**src/rtl/draw_screen_sequencer.sv**
```systemverilog
// draw_screen_sequencer: runs the selected stage-clear banner engine, waits for the continue key,
// then redraws the background, owning the VGA adapter plot/x/y/colour inputs throughout.
// Optional feature macro: BANNER_TIMEOUT_EN (auto-continue from WAIT_KEY after TIMEOUT_CYCLES).
module draw_screen_sequencer #(
    parameter int PLOT_LAG       = 2,
    parameter int HOLD_CYCLES    = 2,
    parameter int TIMEOUT_CYCLES = 50000000
) (
    input  logic       clk,
    input  logic       resetn,
    input  logic       stage_clear_req,
    input  logic       stage_sel,
    input  logic       key_continue,
    input  logic       s1_done,
    input  logic       s2_done,
    input  logic       bg_done,
    input  logic [7:0] s1_x,
    input  logic [7:0] s2_x,
    input  logic [7:0] bg_x,
    input  logic [6:0] s1_y,
    input  logic [6:0] s2_y,
    input  logic [6:0] bg_y,
    input  logic [8:0] s1_colour,
    input  logic [8:0] s2_colour,
    input  logic [8:0] bg_colour,
    output logic       s1_resetn,
    output logic       s2_resetn,
    output logic       bg_resetn,
    output logic [7:0] vga_x,
    output logic [6:0] vga_y,
    output logic [8:0] vga_colour,
    output logic       vga_plot,
    output logic       busy,
    output logic       seq_done
);
    localparam int LW = $clog2(PLOT_LAG + 1);
    localparam int HW = $clog2(HOLD_CYCLES + 1);

    typedef enum logic [2:0] {IDLE, HOLD_BNR, DRAW_BNR, WAIT_KEY, HOLD_BG, DRAW_BG, FINISH} state_t;

    state_t        state;
    state_t        state_nx;
    logic          sel_r;
    logic          key_prev;
    logic [LW-1:0] lag_cnt;
    logic [HW-1:0] hold_cnt;
    logic          drawing;
    logic          holding;
    logic          hold_end;
    logic          eng_done;
    logic          key_rise;
    logic          wait_exit;

`ifdef BANNER_TIMEOUT_EN
    logic [25:0] tmo_cnt;

    // Timeout counter: runs only while staying in WAIT_KEY, cleared on every entry.
    always_ff @(posedge clk or negedge resetn) begin
        if (!resetn) begin
            tmo_cnt <= '0;
        end else begin
            tmo_cnt <= (state == WAIT_KEY && state_nx == WAIT_KEY) ? tmo_cnt + 26'd1 : '0;
        end
    end

    assign wait_exit = key_rise || (tmo_cnt == 26'(TIMEOUT_CYCLES - 1));
`else
    assign wait_exit = key_rise;
`endif

    // Decode, engine enables, VGA mux and next-state selection.
    always_comb begin
        drawing    = (state == DRAW_BNR) || (state == DRAW_BG);
        holding    = (state == HOLD_BNR) || (state == HOLD_BG);
        hold_end   = hold_cnt == HW'(HOLD_CYCLES - 1);
        key_rise   = key_continue && !key_prev;
        eng_done   = (state == DRAW_BG) ? bg_done : (sel_r ? s2_done : s1_done);
        s1_resetn  = (state == DRAW_BNR) && !sel_r;
        s2_resetn  = (state == DRAW_BNR) && sel_r;
        bg_resetn  = (state == DRAW_BG);
        vga_plot   = drawing && (lag_cnt == LW'(PLOT_LAG));
        vga_x      = (state == DRAW_BG) ? bg_x : (state == DRAW_BNR) ? (sel_r ? s2_x : s1_x) : '0;
        vga_y      = (state == DRAW_BG) ? bg_y : (state == DRAW_BNR) ? (sel_r ? s2_y : s1_y) : '0;
        vga_colour = (state == DRAW_BG) ? bg_colour :
                     (state == DRAW_BNR) ? (sel_r ? s2_colour : s1_colour) : '0;
        busy       = state != IDLE;
        seq_done   = state == FINISH;
        state_nx   = state;
        case (state)
            IDLE:     state_nx = stage_clear_req ? HOLD_BNR : IDLE;
            HOLD_BNR: state_nx = hold_end ? DRAW_BNR : HOLD_BNR;
            DRAW_BNR: state_nx = (vga_plot && eng_done) ? WAIT_KEY : DRAW_BNR;
            WAIT_KEY: state_nx = wait_exit ? HOLD_BG : WAIT_KEY;
            HOLD_BG:  state_nx = hold_end ? DRAW_BG : HOLD_BG;
            DRAW_BG:  state_nx = (vga_plot && eng_done) ? FINISH : DRAW_BG;
            default:  state_nx = IDLE;
        endcase
    end

    // State, selection latch, key history and the hold/lag counters.
    always_ff @(posedge clk or negedge resetn) begin
        if (!resetn) begin
            state    <= IDLE;
            sel_r    <= 1'b0;
            key_prev <= 1'b0;
            hold_cnt <= '0;
            lag_cnt  <= '0;
        end else begin
            state    <= state_nx;
            key_prev <= key_continue;
            if (state == IDLE && stage_clear_req) sel_r <= stage_sel;
            hold_cnt <= (holding && !hold_end) ? hold_cnt + 1'b1 : '0;
            lag_cnt  <= (drawing && state_nx == state) ?
                        ((lag_cnt == LW'(PLOT_LAG)) ? lag_cnt : lag_cnt + 1'b1) : '0;
        end
    end
endmodule

```
**config.mk**
```make
export PLATFORM = sky130hd
export DESIGN_NAME = draw_screen_sequencer
export DESIGN_NICKNAME = d
export VERILOG_FILES = /design/src/rtl/draw_screen_sequencer.sv
export SDC_FILE = /design/constraint.sdc
export NUM_CORES = 1
export LEC_CHECK = 0
export BUFFER_PORTS_ARGS = -buffer_cell sky130_fd_sc_hd__buf_4
export CAP_MARGIN = 10
export CELL_PAD_IN_SITES_DETAIL_PLACEMENT = 0
export CELL_PAD_IN_SITES_GLOBAL_PLACEMENT = 2
export CORE_ASPECT_RATIO = 0.75
export CORE_UTILIZATION = 17
export CTS_BUF_LIST = sky130_fd_sc_hd__clkbuf_4 sky130_fd_sc_hd__clkbuf_8
export DETAILED_ROUTE_END_ITERATION = 10
export PLACE_DENSITY_LB_ADDON = 0.3
export SLEW_MARGIN = 10
export SYNTH_ARGS = -nofsm -noshare
export SYNTH_HDL_FRONTEND = slang
export SYNTH_SLANG_ARGS = --single-unit
```
**constraint.sdc**
```tcl
create_clock -name clk -period 3.3 [get_ports clk]
set_input_delay 0.99 -clock clk [delete_from_list [all_inputs] [get_ports clk]]
set_output_delay 0.99 -clock clk [all_outputs]
set_load 0.02 [all_outputs]
```
==> implementation parameters <==
Parameter                              Value

Logic synthesis
  Post-synthesis net count    223
  Cell count after synthesis    141
  Post-synthesis instance area    1047 sq um
  Average cell area after synthesis    7.427 sq um
  Seq/Total Area, Yosys    21.51%
  Number of warning messages in the yosys log    0
  Number of unique standard cell types used by synthesis    31
  Register bit count reported by yosys    9

Power and ir drop
  Switching portion of total power    46.71%
  Worst vdd ir    0.2767 mV
  Total power density per cell area    656.9 nW/um^2
  P_int    0.6873 mW
  Combinational group share of total power    72.5%
  Clock share of power    10.5%
  Net load switching power    0.6024 mW
  Overall power    1.290 mW
  Leakage power    0.9942 nW
  Flop pwr share    17.0%

Critical path
  Levels on crit path    5
  Category of the most critical setup path    reg2out
  Internal reg-to-reg setup slack    1.70 ns
  Kind of end point of the critical path    output pin
  Worst setup path startpoint    state[0]$_DFF_PN0_
  Cell with the largest stage delay on the worst path    sky130_fd_sc_hd__dfrtp_1
  Maximum fanout encountered on the critical timing path    25
  Arrival time at the worst endpoint    1.92 ns
  Endpoint required time on the critical path    2.31 ns
  Capturing element of the worst setup path    vga_colour[7]
  Crit Reg-Reg Endpoint    lag_cnt[0]$_DFFE_PN0P_
  Crit-path cells    nand3b_1, inv_2, nand2_1, o21ai_0, buf_4
  Nature of the critical path startpoint    flip-flop
  Cell family with most CP delay    flip-flops
  Delay of the slowest cell on the worst path    0.59 ns
  Count of buffering cells on the critical path with inverters included    2
  Logic depth of the worst register-to-register path    3
  Launching point of the worst reg2reg path    state[0]$_DFF_PN0_

Cells and area
  N_diodes    0
  Post-route non-filler standard cell count    321
  Fraction of layout instances using a drive strength above 1    48.56%
  Post-Layout Inst Area    1963 sq um
  Post-layout nets    326
  Area Growth Syn to Fin    87.46%

Floorplanning
  Starting Density    17.79%
  X dimension of the die    92.63 um
  Count of standard-cell rows    24
  Die Ht    69.97 um
  Ports placed on the boundary    110
  Overall die area    6481 sq um
  Placeable core area    5886 sq um

Timing
  Count of final max-slew check failures    0
  Share of the clock period used by the worst path after layout    88.28%
  Clock period minus final worst setup slack    2.913 ns
  Setup Skew    0.002340 ns
  Finish-stage setup viols    0
  Final setup slack of the worst path    0.3869 ns
  Sum Neg Setup Slack    0 ns
  Max-slew headroom at the worst pin    70.96%
  Final Hold Fails    0
  Setup repair after global routing missed its margin    no
  Highest attainable clock frequency    0.3433 GHz
  Slew at the pin with the worst max-slew slack    0.4349 ns

Clock tree
  Number of sinks on the clock net    9
  Deepest level of the CTS H-tree    1
  Post-cts hold buffer count    0
  Maximum clock path buffer count    2
  Total clock buffers created by CTS    3
  Clock latency reported for the late side of the worst-skew pair    0.23 ns
  PostCTS Resize Cnt    0
  Clock root buffer    sky130_fd_sc_hd__clkbuf_8
  CTS tree    yes
  Clock transition at the register clock pins on the worst setup and hold paths after CTS    0.05 ns
  Buffer count from post-CTS setup fixing    0

Route
  DRT Wirelength    3.978 mm
  Post-route DRC violation count    0
  DR vias/cell    4.299
  Via Count    1380
  Initial detailed-routing violation count    70
  Routed WL per cell    12.39 um
  Final ANT Viol Nets    0
  Detailed-router iteration count before antenna repair    4

Global routing
  Met3 layer usage reported by global route    5.338%
  Remaining Overflow, GRT    0
  Layer carrying the most global-route usage    met2
  Number of antenna violations at the first check in global routing    0
  Vias in the first global route    1329
  Wire length of the first global-routing pass    6.154 mm
  Met1 routing resource usage after global routing    14.81%
  Global-route usage over all layers    11.81%
  Pin count of the biggest net entering global routing    31
  Met2 layer usage reported by global route    18.85%

Place
  Worst setup timing slack at the placement stage    0.6645 ns
  Placer Congestion    0.7328
  Quantity of I/O buffers inserted on ports    109
  Standard cell area after detailed placement    1914 sq um
  DP HPWL    3.146 mm
  Number of instances in the placed design    317

Hold path
  Number of cells on the worst hold path    1
  Worst hold-check path type    reg2reg

Status
  Run status    finished, final reports clean

Run
  Number of violations of the max-capacitance limit    0
-- power groups by stage --
stage | logic, mW | clock network (mW) | registers (mW)
floorplan | 0.650 | 0 | 0.168
global placement | 0.960 | 0 | 0.222
detailed placement | 0.948 | 0 | 0.219
CTS | 0.950 | 0.141 | 0.219
global route | 1.02 | 0.149 | 0.228
finish | 0.935 | 0.135 | 0.219
-- cells in the mapped netlist, drive strengths merged --
library cell,n,area share (%)
a211oi,2,1.4
a21oi,2,0.96
a31o,1,0.84
a41o,1,0.96
and2,2,1.2
buf,10,5.9
clkbuf,2,0.72
dfrtp,9,22
ha,2,2.4
inv,5,1.8
mux2,2,2.2
mux2i,24,23
nand2,29,10
nand2b,2,1.2
nand3,2,0.96
nand3b,3,2.2
nand4,1,0.60
nor2,5,1.8
nor2b,2,1.2
nor3,1,0.48
nor3b,1,0.72
o2111ai,1,0.84
o21ai,26,12
o22ai,1,0.60
o32ai,1,0.84
or3,2,1.2
or3b,1,1.1
xnor2,1,0.84
-- worst min path at each step --
stage	from	to	slack [ns]
floorplan	hold_cnt[0]$_DFF_PN0_	hold_cnt[0]$_DFF_PN0_	0.41
global placement	hold_cnt[0]$_DFF_PN0_	hold_cnt[0]$_DFF_PN0_	0.42
detailed placement	hold_cnt[0]$_DFF_PN0_	hold_cnt[0]$_DFF_PN0_	0.42
CTS	hold_cnt[0]$_DFF_PN0_	hold_cnt[0]$_DFF_PN0_	0.43
global route	hold_cnt[0]$_DFF_PN0_	hold_cnt[0]$_DFF_PN0_	0.46
finish	hold_cnt[0]$_DFF_PN0_	hold_cnt[0]$_DFF_PN0_	0.43
-- through the flow --
stage	hold slack, ns	util, %
2_1_floorplan	0.4079	-
3_3_place_gp	0.4242	32.53
3_5_place_dp	0.4239	32.53
4_1_cts	0.4319	33.35
5_1_grt	0.4584	33.35
6_report	0.4273	33.35
-- routing by layer --
metal	up-vias	part of all wire, %
met5	-	0
met4	0	0.48
met3	2	13
li1	699	-
met2	73	42
met1	606	44
-- registers in the layout (all words and copies together) (netlist names) --
name / cells
hold_cnt: 2
key_prev: 1
lag_cnt: 2
sel_r: 1
state: 3
-- final cells by class --
cell class / count / area, sq um
repair buffers: 110 / 838.3
fillers: 640 / 3923
multi-input cells: 115 / 734.5
clock buffers: 4 / 48.80
inverters: 5 / 18.77
well taps: 78 / 97.59
flip-flops and latches: 9 / 225.2
-- kinds of logic (layout without fill, tap and decap cells) --
group                      after synthesis  count (layout)  synth area share (%)
and+or+nand+nor                         51              51                 22.94
AOI/OAI and AO/OA                       35              35                 18.88
muxes                                   26              26                 25.09
buffers and inverters                   17             119                 8.362
DFF                                      9               9                 21.51
adders and majority gates                2               2                 2.389
xor gates and xnor gates                 1               1                0.8365
-- cell usage in the layout, fill, tap and decap left out, types with 2 or more instances in the layout --
cell	n
sky130_fd_sc_hd__ha_1	2
sky130_fd_sc_hd__nand3_1	2
sky130_fd_sc_hd__nand3b_1	3
sky130_fd_sc_hd__nand2b_1	2
sky130_fd_sc_hd__inv_1	4
sky130_fd_sc_hd__dfrtp_1	9
sky130_fd_sc_hd__nor2b_1	2
sky130_fd_sc_hd__a211oi_1	2
sky130_fd_sc_hd__o21ai_0	26
sky130_fd_sc_hd__nor2_1	5
sky130_fd_sc_hd__mux2_2	2
sky130_fd_sc_hd__or3_1	2
sky130_fd_sc_hd__and2_1	2
sky130_fd_sc_hd__mux2i_1	24
sky130_fd_sc_hd__buf_4	109
sky130_fd_sc_hd__nand2_1	29
sky130_fd_sc_hd__a21oi_1	2
sky130_fd_sc_hd__clkbuf_8	3
Power figures use the tool's default switching activity.
